==> src/rtl/chi_sq_job_sched_if.sv <==
// Bundle of the job, engine and result handshakes of the chi-squared job scheduler.
// slave is the scheduler's own view; master is the host/engine side that drives it.
interface chi_sq_job_sched_if #(
  parameter int ADDR_W = 8,
  parameter int RES_W  = 32,
  parameter int ID_W   = 4
);
  logic              job_valid;
  logic              job_ready;
  logic [ADDR_W-1:0] job_base;
  logic [ADDR_W:0]   job_len;
  logic [ID_W-1:0]   job_id;

  logic              eng_clr;
  logic              eng_rdy;
  logic [ADDR_W-1:0] eng_base;
  logic [ADDR_W:0]   eng_len;
  logic              eng_vld;
  logic [RES_W-1:0]  eng_chi;

  logic              res_valid;
  logic              res_ready;
  logic [RES_W-1:0]  res_chi;
  logic [ID_W-1:0]   res_id;
  logic              res_err;

  modport slave (
    input  job_valid, job_base, job_len, job_id, eng_vld, eng_chi, res_ready,
    output job_ready, eng_clr, eng_rdy, eng_base, eng_len,
           res_valid, res_chi, res_id, res_err
  );

  modport master (
    output job_valid, job_base, job_len, job_id, eng_vld, eng_chi, res_ready,
    input  job_ready, eng_clr, eng_rdy, eng_base, eng_len,
           res_valid, res_chi, res_id, res_err
  );
endinterface

==> src/rtl/chi_sq_job_sched.sv <==
// Job scheduler for the chi-squared engine: descriptor queue, one-job-at-a-time sequencer, tagged results.
// Define CHI_SQ_TIMEOUT_EN to add a RUN watchdog that aborts a job after TIMEOUT cycles with res_err=1.
module chi_sq_job_sched #(
  parameter int QDEPTH  = 4,
  parameter int ADDR_W  = 8,
  parameter int RES_W   = 32,
  parameter int ID_W    = 4,
  parameter int TIMEOUT = 1024
) (
  input  logic                clk,
  input  logic                rst,
  chi_sq_job_sched_if.slave   bus,
  output logic                busy,
  output logic [15:0]         jobs_done
);

  localparam int PTR_W  = $clog2(QDEPTH);
  localparam int CNT_W  = PTR_W + 1;
  localparam int DESC_W = ADDR_W + (ADDR_W + 1) + ID_W;

  typedef enum logic [2:0] {
    S_IDLE,
    S_CLEAR,
    S_RUN,
    S_ABORT,
    S_RESULT
  } state_t;

  state_t            state_q, state_d;

  logic [DESC_W-1:0] mem_q [QDEPTH];
  logic [PTR_W-1:0]  wr_ptr_q, wr_ptr_d;
  logic [PTR_W-1:0]  rd_ptr_q, rd_ptr_d;
  logic [CNT_W-1:0]  count_q, count_d;
  logic              q_full, q_empty;
  logic              push, pop;

  logic [ADDR_W-1:0] head_base;
  logic [ADDR_W:0]   head_len;
  logic [ID_W-1:0]   head_id;

  logic [ADDR_W-1:0] base_q, base_d;
  logic [ADDR_W:0]   len_q, len_d;
  logic [ID_W-1:0]   id_q, id_d;
  logic [RES_W-1:0]  chi_q, chi_d;
  logic [15:0]       done_q, done_d;
  logic              wd_expire;

  // Descriptor queue; readiness comes from the registered count only, so a full
  // queue refuses a push even in the cycle that frees a slot.
  assign q_full  = (count_q == CNT_W'(QDEPTH));
  assign q_empty = (count_q == '0);
  assign push    = bus.job_valid && !q_full;
  assign {head_base, head_len, head_id} = mem_q[rd_ptr_q];

  always_comb begin
    wr_ptr_d = wr_ptr_q;
    rd_ptr_d = rd_ptr_q;
    count_d  = count_q;
    if (push) wr_ptr_d = wr_ptr_q + 1'b1;
    if (pop)  rd_ptr_d = rd_ptr_q + 1'b1;
    case ({push, pop})
      2'b10:   count_d = count_q + 1'b1;
      2'b01:   count_d = count_q - 1'b1;
      default: count_d = count_q;
    endcase
  end

  always_ff @(posedge clk) begin
    if (push) mem_q[wr_ptr_q] <= {bus.job_base, bus.job_len, bus.job_id};
  end

`ifdef CHI_SQ_TIMEOUT_EN
  localparam int WD_W = $clog2(TIMEOUT + 1);

  logic [WD_W-1:0] wd_q, wd_d;
  logic            err_q, err_d;

  // wd_q counts completed RUN cycles; expiry lands on the TIMEOUT-th one.
  assign wd_expire = (state_q == S_RUN) && (wd_q == WD_W'(TIMEOUT - 1));
  assign wd_d      = (state_q == S_RUN) ? wd_q + 1'b1 : '0;
  assign bus.res_err = err_q;

  always_ff @(posedge clk or negedge rst) begin
    if (!rst) begin
      wd_q  <= '0;
      err_q <= 1'b0;
    end else begin
      wd_q  <= wd_d;
      err_q <= err_d;
    end
  end
`else
  logic unused_timeout;

  assign unused_timeout = (TIMEOUT > 0);
  assign wd_expire      = 1'b0;
  assign bus.res_err    = 1'b0;
`endif

  always_comb begin
    state_d = state_q;
    base_d  = base_q;
    len_d   = len_q;
    id_d    = id_q;
    chi_d   = chi_q;
    done_d  = done_q;
    pop     = 1'b0;
`ifdef CHI_SQ_TIMEOUT_EN
    err_d   = err_q;
`endif
    unique case (state_q)
      S_IDLE: begin
        if (!q_empty) begin
          pop  = 1'b1;
          id_d = head_id;
`ifdef CHI_SQ_TIMEOUT_EN
          err_d = 1'b0;
`endif
          // Zero-length jobs never reach the engine, so its address/length stay as they were.
          if (head_len == '0) begin
            chi_d   = '0;
            state_d = S_RESULT;
          end else begin
            base_d  = head_base;
            len_d   = head_len;
            state_d = S_CLEAR;
          end
        end
      end
      S_CLEAR: state_d = S_RUN;
      S_RUN: begin
        if (bus.eng_vld) begin
          chi_d   = bus.eng_chi;
          state_d = S_RESULT;
        end else if (wd_expire) begin
          chi_d   = '1;
`ifdef CHI_SQ_TIMEOUT_EN
          err_d   = 1'b1;
`endif
          state_d = S_ABORT;
        end
      end
      S_ABORT: state_d = S_RESULT;
      S_RESULT: begin
        if (bus.res_ready) begin
          done_d  = done_q + 16'd1;
          state_d = S_IDLE;
        end
      end
      default: state_d = S_IDLE;
    endcase
  end

  always_ff @(posedge clk or negedge rst) begin
    if (!rst) begin
      state_q  <= S_IDLE;
      wr_ptr_q <= '0;
      rd_ptr_q <= '0;
      count_q  <= '0;
      base_q   <= '0;
      len_q    <= '0;
      id_q     <= '0;
      chi_q    <= '0;
      done_q   <= '0;
    end else begin
      state_q  <= state_d;
      wr_ptr_q <= wr_ptr_d;
      rd_ptr_q <= rd_ptr_d;
      count_q  <= count_d;
      base_q   <= base_d;
      len_q    <= len_d;
      id_q     <= id_d;
      chi_q    <= chi_d;
      done_q   <= done_d;
    end
  end

  // Engine controls decode straight from the state register so a reset drops them at once.
  assign bus.job_ready = !q_full;
  assign bus.eng_clr   = (state_q == S_CLEAR) || (state_q == S_ABORT);
  assign bus.eng_rdy   = (state_q == S_RUN);
  assign bus.eng_base  = base_q;
  assign bus.eng_len   = len_q;
  assign bus.res_valid = (state_q == S_RESULT);
  assign bus.res_chi   = chi_q;
  assign bus.res_id    = id_q;
  assign busy          = (state_q != S_IDLE) || !q_empty;
  assign jobs_done     = done_q;

endmodule

==> src/flat_wrapper.sv <==
// flat-port wrapper written by rule: the top's interface ports become plain ports
module chi_sq_job_sched_flat 
#(
  parameter int QDEPTH  = 4,
  parameter int ADDR_W  = 8,
  parameter int RES_W   = 32,
  parameter int ID_W    = 4,
  parameter int TIMEOUT = 1024
)
  (clk, rst, busy, jobs_done, bus_job_valid, bus_job_base, bus_job_len, bus_job_id, bus_eng_vld, bus_eng_chi, bus_res_ready, bus_job_ready, bus_eng_clr, bus_eng_rdy, bus_eng_base, bus_eng_len, bus_res_valid, bus_res_chi, bus_res_id, bus_res_err);
  chi_sq_job_sched_if #(.ADDR_W(ADDR_W), .RES_W(RES_W), .ID_W(ID_W)) bus_i ();
  input  logic clk;
  input  logic rst;
  output logic busy;
  output logic [15:0] jobs_done;
  input wire logic [$bits(bus_i.job_valid)-1:0] bus_job_valid;
  input wire logic [$bits(bus_i.job_base)-1:0] bus_job_base;
  input wire logic [$bits(bus_i.job_len)-1:0] bus_job_len;
  input wire logic [$bits(bus_i.job_id)-1:0] bus_job_id;
  input wire logic [$bits(bus_i.eng_vld)-1:0] bus_eng_vld;
  input wire logic [$bits(bus_i.eng_chi)-1:0] bus_eng_chi;
  input wire logic [$bits(bus_i.res_ready)-1:0] bus_res_ready;
  output wire logic [$bits(bus_i.job_ready)-1:0] bus_job_ready;
  output wire logic [$bits(bus_i.eng_clr)-1:0] bus_eng_clr;
  output wire logic [$bits(bus_i.eng_rdy)-1:0] bus_eng_rdy;
  output wire logic [$bits(bus_i.eng_base)-1:0] bus_eng_base;
  output wire logic [$bits(bus_i.eng_len)-1:0] bus_eng_len;
  output wire logic [$bits(bus_i.res_valid)-1:0] bus_res_valid;
  output wire logic [$bits(bus_i.res_chi)-1:0] bus_res_chi;
  output wire logic [$bits(bus_i.res_id)-1:0] bus_res_id;
  output wire logic [$bits(bus_i.res_err)-1:0] bus_res_err;
  assign bus_i.job_valid = bus_job_valid;
  assign bus_i.job_base = bus_job_base;
  assign bus_i.job_len = bus_job_len;
  assign bus_i.job_id = bus_job_id;
  assign bus_i.eng_vld = bus_eng_vld;
  assign bus_i.eng_chi = bus_eng_chi;
  assign bus_i.res_ready = bus_res_ready;
  assign bus_job_ready = bus_i.job_ready;
  assign bus_eng_clr = bus_i.eng_clr;
  assign bus_eng_rdy = bus_i.eng_rdy;
  assign bus_eng_base = bus_i.eng_base;
  assign bus_eng_len = bus_i.eng_len;
  assign bus_res_valid = bus_i.res_valid;
  assign bus_res_chi = bus_i.res_chi;
  assign bus_res_id = bus_i.res_id;
  assign bus_res_err = bus_i.res_err;
  chi_sq_job_sched #(.QDEPTH(QDEPTH), .ADDR_W(ADDR_W), .RES_W(RES_W), .ID_W(ID_W), .TIMEOUT(TIMEOUT)) u_core (.clk(clk), .rst(rst), .bus(bus_i), .busy(busy), .jobs_done(jobs_done));
endmodule
==> config.mk <==
export PLATFORM = sky130hd
export DESIGN_NAME = chi_sq_job_sched_flat
export DESIGN_NICKNAME = d
export VERILOG_FILES = /design/src/rtl/chi_sq_job_sched_if.sv /design/src/rtl/chi_sq_job_sched.sv /design/src/flat_wrapper.sv
export SDC_FILE = /design/constraint.sdc
export NUM_CORES = 1
export LEC_CHECK = 0
export ABC_AREA = 1
export BUFFER_PORTS_ARGS = -buffer_cell sky130_fd_sc_hd__buf_4
export CAP_MARGIN = 20
export CORE_MARGIN = 3
export CORE_UTILIZATION = 34
export CTS_CLUSTER_SIZE = 24
export DETAILED_ROUTE_END_ITERATION = 16
export PLACE_DENSITY = 0.53
export SLEW_MARGIN = 20
export SYNTH_ARGS = -nofsm -noshare
export SYNTH_HDL_FRONTEND = slang
export SYNTH_SLANG_ARGS = --single-unit
==> constraint.sdc <==
create_clock -name clk -period 2.4 [get_ports clk]
set_input_delay 0.12 -clock clk [delete_from_list [all_inputs] [get_ports clk]]
set_output_delay 0.12 -clock clk [all_outputs]
set_load 0.01 [all_outputs]
Word-level counts from Yosys, hierarchy flattened --
Memories as Yosys holds them, arrays and structs flattened. Index checks and enable logic that the tools add are counted.
Operators by class: multiplexer cells 14, $add $sub $neg 5, reduce and logical (&&, ||, !) cells 16, equal/unequal tests 11, bitwise logic cells 2
Operators by type and width (count):
- 2-to-1 mux 32 bit | 3
- one-hot mux 32 bit (2 select lines) | 1
- adder 16 x 1 -> 16 bit, second input constant | 1
- one-hot mux 3 bit (5 select lines) | 1
- 2-to-1 mux 3 bit | 4
- logical NOT 9 bit | 1
- == test 3 x 2 -> 1 bit, second input constant | 2
- == test 3 bit, second input constant | 2
- logical NOT 3 bit | 2
- inequality test 2 bit, second input constant | 3
- one-hot mux 3 bit (2 select lines) | 1
- AND reduction 3 bit | 2
- adder 2 x 1 -> 2 bit, second input constant | 2
- 2-to-1 mux 1 bit | 4
- AND reduction 2 bit | 2
- AND reduction 4 bit | 1
- nonzero test 2 bit | 2
- adder 3 x 1 -> 3 bit, second input constant | 1
- == test 3 x 1 -> 1 bit, second input constant | 1
- nonzero test 3 bit | 1
- subtractor 3 x 1 -> 3 bit, second input constant | 1
- == test 2 x 1 -> 1 bit, second input constant | 1
- == test 2 bit, second input constant | 1
- logical NOT 1 bit | 2
- other kinds (4) | 6
Word-level totals: memories kept 1, bits of input ports 58, output and inout port bits 75, bits in registers 79, logic and storage cells 58, bits in writable memories 84
Memory list:
- u_core.mem_q | depth 4, width 21, read ports 1, clocked after Yosys merged registers in 0, wr ports 1, RTL line chi_sq_job_sched.sv:31 | logic [DESC_W-1:0] mem_q [QDEPTH];

Longest topological paths before layout --
depth after elaboration 5, depth in mapped cells 14, gate-level depth less buffers 11

Worst setup path after synthesis --
OpenSTA, ideal clock, no wires.
kind reg-to-reg, start register u_core.state_q[0], end register u_core.count_q[2], setup slack 217 ps, path buffers 1, stages on the path, launching flop included 11, required time 2269 ps, arrival time 2052 ps, setup time 131 ps, period minus slack after synthesis 2183 ps, cell sequence dfrtp_1 > nor2_1 > nand2_1 > nor2_1 > clkbuf_1 > ha_1 > inv_1 > fa_1 > a21oi_1 > o21ai_0 > xor2_1
On the way: word-level cells in the longest chain between the ends 4, elaborated cells between the ends (all ways) 6, classes of those cells eq/ne: 2; mux: 2; reduce/logical: 2
Ends and longest elaborated chain:
- from (decl) | RTL line chi_sq_job_sched.sv:29 | state_t state_q, state_d;
- from (signal assigned) | RTL line chi_sq_job_sched.sv:167 | state_q <= state_d;
- logical NOT 3 bit * | RTL line chi_sq_job_sched.sv:112 | unique case (state_q)
- 2-to-1 mux 1 bit * | RTL line chi_sq_job_sched.sv:112
- net u_core.pop | RTL line chi_sq_job_sched.sv:36 | logic push, pop;
- == test 2 x 1 -> 1 bit / == test 2 bit (equally long branches) | RTL line chi_sq_job_sched.sv:62 | case ({push, pop})
- one-hot mux 3 bit (2 select lines) / nonzero test 2 bit (equally long branches)
- to (signal assigned) | RTL line chi_sq_job_sched.sv:170 | count_q <= count_d;
- to (decl) | RTL line chi_sq_job_sched.sv:34 | logic [CNT_W-1:0] count_q, count_d;
Mark *: on every way through the listed nets, which the timed path passes. The rest lies on a longest branch. A chain may end at the register's enable or synchronous reset.

Worst setup path after layout --
start register u_core.rd_ptr_q[1], end register u_core.chi_q[4] (netlist: u_core.bus.res_chi[4])
On the way: word-level cells in the longest chain between the ends 4
Ends and longest elaborated chain:
- from (decl) | RTL line chi_sq_job_sched.sv:33 | logic [PTR_W-1:0] rd_ptr_q, rd_ptr_d;
- from (signal assigned) | RTL line chi_sq_job_sched.sv:169 | rd_ptr_q <= rd_ptr_d;
- memory (4 x 21 bit)
- logical NOT 9 bit | RTL line chi_sq_job_sched.sv:121 | if (head_len == '0) begin
- inequality test 2 x 1 -> 1 bit (no line)
- AND reduction 4 bit (no line)
- to (signal assigned) | RTL line chi_sq_job_sched.sv:174 | chi_q <= chi_d;
- to (decl) | RTL line chi_sq_job_sched.sv:45 | logic [RES_W-1:0] chi_q, chi_d;
Every way passes these cells.

==> impl_metrics.tcl <==
set metrics [dict create \
    min_path_type "in2reg" \
    antenna_found_initial 0 \
    cellPowerDensity_mw_per_mm2 1280 \
    initial_core_util_pct 35.1 \
    first_iter_violations 309 \
    synth_edf_count 84 \
    grt_max_degree 80 \
    met2_usage_pct 24.2 \
    vias 5070 \
    dr.pass1.iters 4 \
    fin_skew_ns 0.00811 \
    worstSetupPathType "reg2reg" \
    setup_viol 0 \
    synth-seq-cells 163 \
    globalRouteOverflowTotal 0 \
    ys.flop_type "edfxtp_1" \
    rows 51 \
    insertedDiodeCount 0 \
    clk_latency_ns 0.42 \
    grtUsageTotal_pct 15.1 \
    yosysUniqueCellTypes 34 \
    grt_pass1_vias 5022 \
    routed_via_density 4.55 \
    hold_viol 0 \
    yosysSeqAreaShare_pct 65.0 \
    cts_sinks 163 \
    fin_crit_sh_pct 89.5 \
    dpl.cell_count 1061 \
    area_delta_synth_final_pct 30.1 \
    crit_path_max_fanout 32 \
    rsz0062_at_grt "no" \
    numCtsBuffers 17 \
    fp.coreArea_mm2 0.0197 \
    required_ns 2.70 \
    synth-simple-area-share_pct 21.1 \
    ios 133 \
    async_reset_ff_share_pct 48.5 \
    arrival_ns 2.45 \
    fillers 1851 \
    io_buffer_count 131 \
    synthAdderAreaFrac_pct 1.37 \
    netlist_area_mm2 0.00692 \
    drc 0 \
    dieWidth_um 149 \
    synth_nets 744 \
    synth_mux_area_share_pct 0 \
    ys_warn_count 0 \
    cts_root_buf "clkbuf_16" \
    nets 902 \
    multiInputGateArea_mm2 0.00197 \
    clockBufferDepth 2 \
    drtAntennaViolNets 0 \
    wl_per_cell_um 14.6 \
    h-tree-depth 4 \
    setup_tns_ns 0 \
    drv_slew 0 \
    cts_tree "done" \
    synthXorXnorAreaFrac_pct 2.15 \
    grtUsageMet3_pct 4.30 \
    finalCriticalPeriod_ns 2.15 \
    synth_compound_area_share_pct 3.73 \
    grt_pass1_wl_mm 26.4 \
    busiest_layer "met2" \
    final_cell_count_no_fill 1115 \
    post-dp-hpwl_mm 11.2 \
    fp.dieH_um 149 \
    slew_headroom_pct 50.8 \
    leakage_uw 0.00427 \
    outcome "completed" \
    drt-total-wl_mm 16.2 \
    endpoint_kind "register" \
    fmax_mhz 465 \
    maxCapViolCount 0 \
    syn_avg_cell_area_um2 10.2 \
    worstMarginPinSlew_ns 0.738 \
    drive_gt1_share_pct 23.1 \
    synth_cells 679 \
    die_area_mm2 0.0221 \
    seqCellArea_mm2 0.00450 \
    synth_top_family_by_area "simple AND/OR/NAND/NOR gates" \
    post_cts.repair.setup_buffers 0 \
    cp-start-kind "register" \
    ir_worst_vdd_mv 0.586 \
    grtUsageMet1_pct 20.3 \
    gp_congestion 0.784 \
    clkTransAtPathRegs_ns 0.06 \
]
## critical path, stage by stage, from the launching register on
cell and delay, ns:
dfrtp_1 0.45, inv_2 0.25, nand3_1 0.11, nand2_1 0.13, nand2_1 0.08, nor2_2 0.15
nand3_4 0.15, nand2_4 0.24, nand2_4 0.26, nand2_1 0.14, nand2_1 0.05
## cell type report
type | count | share of cell area [%]
Clock buffer | 19 | 4.92
Clock inverter | 13 | 1.77
Tap cell | 265 | 3.68
Multi-Input combinational cell | 415 | 21.8
Sequential cell | 163 | 50.0
Inverter | 69 | 2.90
Timing Repair Buffer | 171 | 14.9
## through the flow
stage / power, uW / setup slack (ns) / hold slack, ns / area, um^2 / utilization, %
2_1_floorplan: 7090 / 0.217 / -0.176 / 6920 / -
4_1_cts: 11600 / 0.194 / 0.0135 / 9000 / 45.6
3_5_place_dp: 8840 / 0.203 / 0.324 / 8170 / 41.5
3_3_place_gp: 8730 / 0.313 / 0.318 / 8170 / 41.5
5_1_grt: 12400 / 0.00250 / 0.0291 / 9000 / 45.7
6_report: 11500 / 0.251 / 0.0295 / 9000 / 45.7
## sequential cells by signal (all words and copies together), names as in the netlist
register	flops
u_core.state_q	3
u_core.bus.eng_len	9
u_core.rd_ptr_q	2
u_core.bus.res_id	4
u_core.count_q	3
u_core.bus.eng_base	8
u_core.jobs_done	16
u_core.mem_q	84
u_core.wr_ptr_q	2
u_core.bus.res_chi	32
## cells in the mapped netlist, types with 6 or more instances
master | instances | area, um^2
inv_2 | 6 | 22.5
nand2_1 | 172 | 646
inv_1 | 63 | 236
o21ai_0 | 27 | 135
edfxtp_1 | 84 | 2520
buf_6 | 6 | 67.6
ha_1 | 6 | 75.1
dfrtp_1 | 79 | 1980
xnor2_1 | 8 | 70.1
nand3_1 | 53 | 265
nor2_1 | 87 | 327
xor2_1 | 9 | 78.8
clkbuf_1 | 10 | 37.5
o22ai_1 | 8 | 50.1
nand4_1 | 18 | 113
buf_2 | 11 | 55.1
## placed cells by master (no fill, tap or decap), types with 2 or more instances in the layout
| cell | Yosys | layout |
|---|---|---|
| a21oi_1 | 4 | 4 |
| a31oi_1 | 5 | 5 |
| buf_4 | 4 | 148 |
| bufinv_16 | 0 | 3 |
| clkbuf_16 | 0 | 17 |
| clkinv_2 | 0 | 4 |
| clkinv_4 | 0 | 2 |
| clkinvlp_4 | 0 | 3 |
| dfrtp_1 | 79 | 79 |
| dlygate4sd3_1 | 0 | 22 |
| edfxtp_1 | 84 | 84 |
| ha_1 | 6 | 6 |
| inv_1 | 63 | 63 |
| inv_2 | 6 | 5 |
| nand2_1 | 172 | 172 |
| nand2_4 | 2 | 2 |
| nand3_1 | 53 | 53 |
| nand4_1 | 18 | 18 |
| nor2_1 | 87 | 87 |
| nor2_2 | 3 | 3 |
| nor3_1 | 2 | 2 |
| o21ai_0 | 27 | 27 |
| o22ai_1 | 8 | 8 |
| xnor2_1 | 8 | 8 |
| xor2_1 | 9 | 9 |
## layer usage
| metal | vias up | wire length (um) |
|---|---|---|
| li1 | 2519 | - |
| met4 | 0 | 162 |
| met1 | 2400 | 7580 |
| met5 | - | 0 |
| met3 | 11 | 1010 |
| met2 | 140 | 7490 |
## repair_timing
item	CTS	global route
hold buffers	22	0
endpoints found under the setup margin	0	9
resized for setup	0	2
hold endpoints to repair	163	0
## final timing paths
| kind | slack, ns | cells past startpoint | endpoint | from |
|---|---|---|---|---|
| max | 0.25 | 10 | u_core.bus.res_chi[4] | u_core.rd_ptr_q[1] |
| min | 0.03 | 3 | u_core.state_q[1] | bus_eng_vld |
| max reg2reg | 0.25 | 10 | u_core.bus.res_chi[4] | u_core.rd_ptr_q[1] |
| min reg2reg | 0.48 | 2 | u_core.bus.res_chi[23] | u_core.bus.res_chi[23] |
| max in group asynchronous | 1.58 | 2 | u_core.rd_ptr_q[1] | rst |
| min in group asynchronous | 0.32 | 2 | u_core.bus.res_chi[11] | rst |
## report_power, final
group	total, uW	switching, uW	internal [uW]
combinational	4470	2800	1670
sequential	4280	450	3830
clock	2730	1070	1660
## logic make-up (layout without fill, tap and decap cells)
kind of cell    after synthesis  count (layout)
buf+inv                     101             272
compound gates               47              47
simple gates                343             343
xor+xnor                     17              17
fa+ha+maj                     7               7
flops                       163             163
other cells                   1               1
No activity file was read; power rests on OpenSTA's default activity.
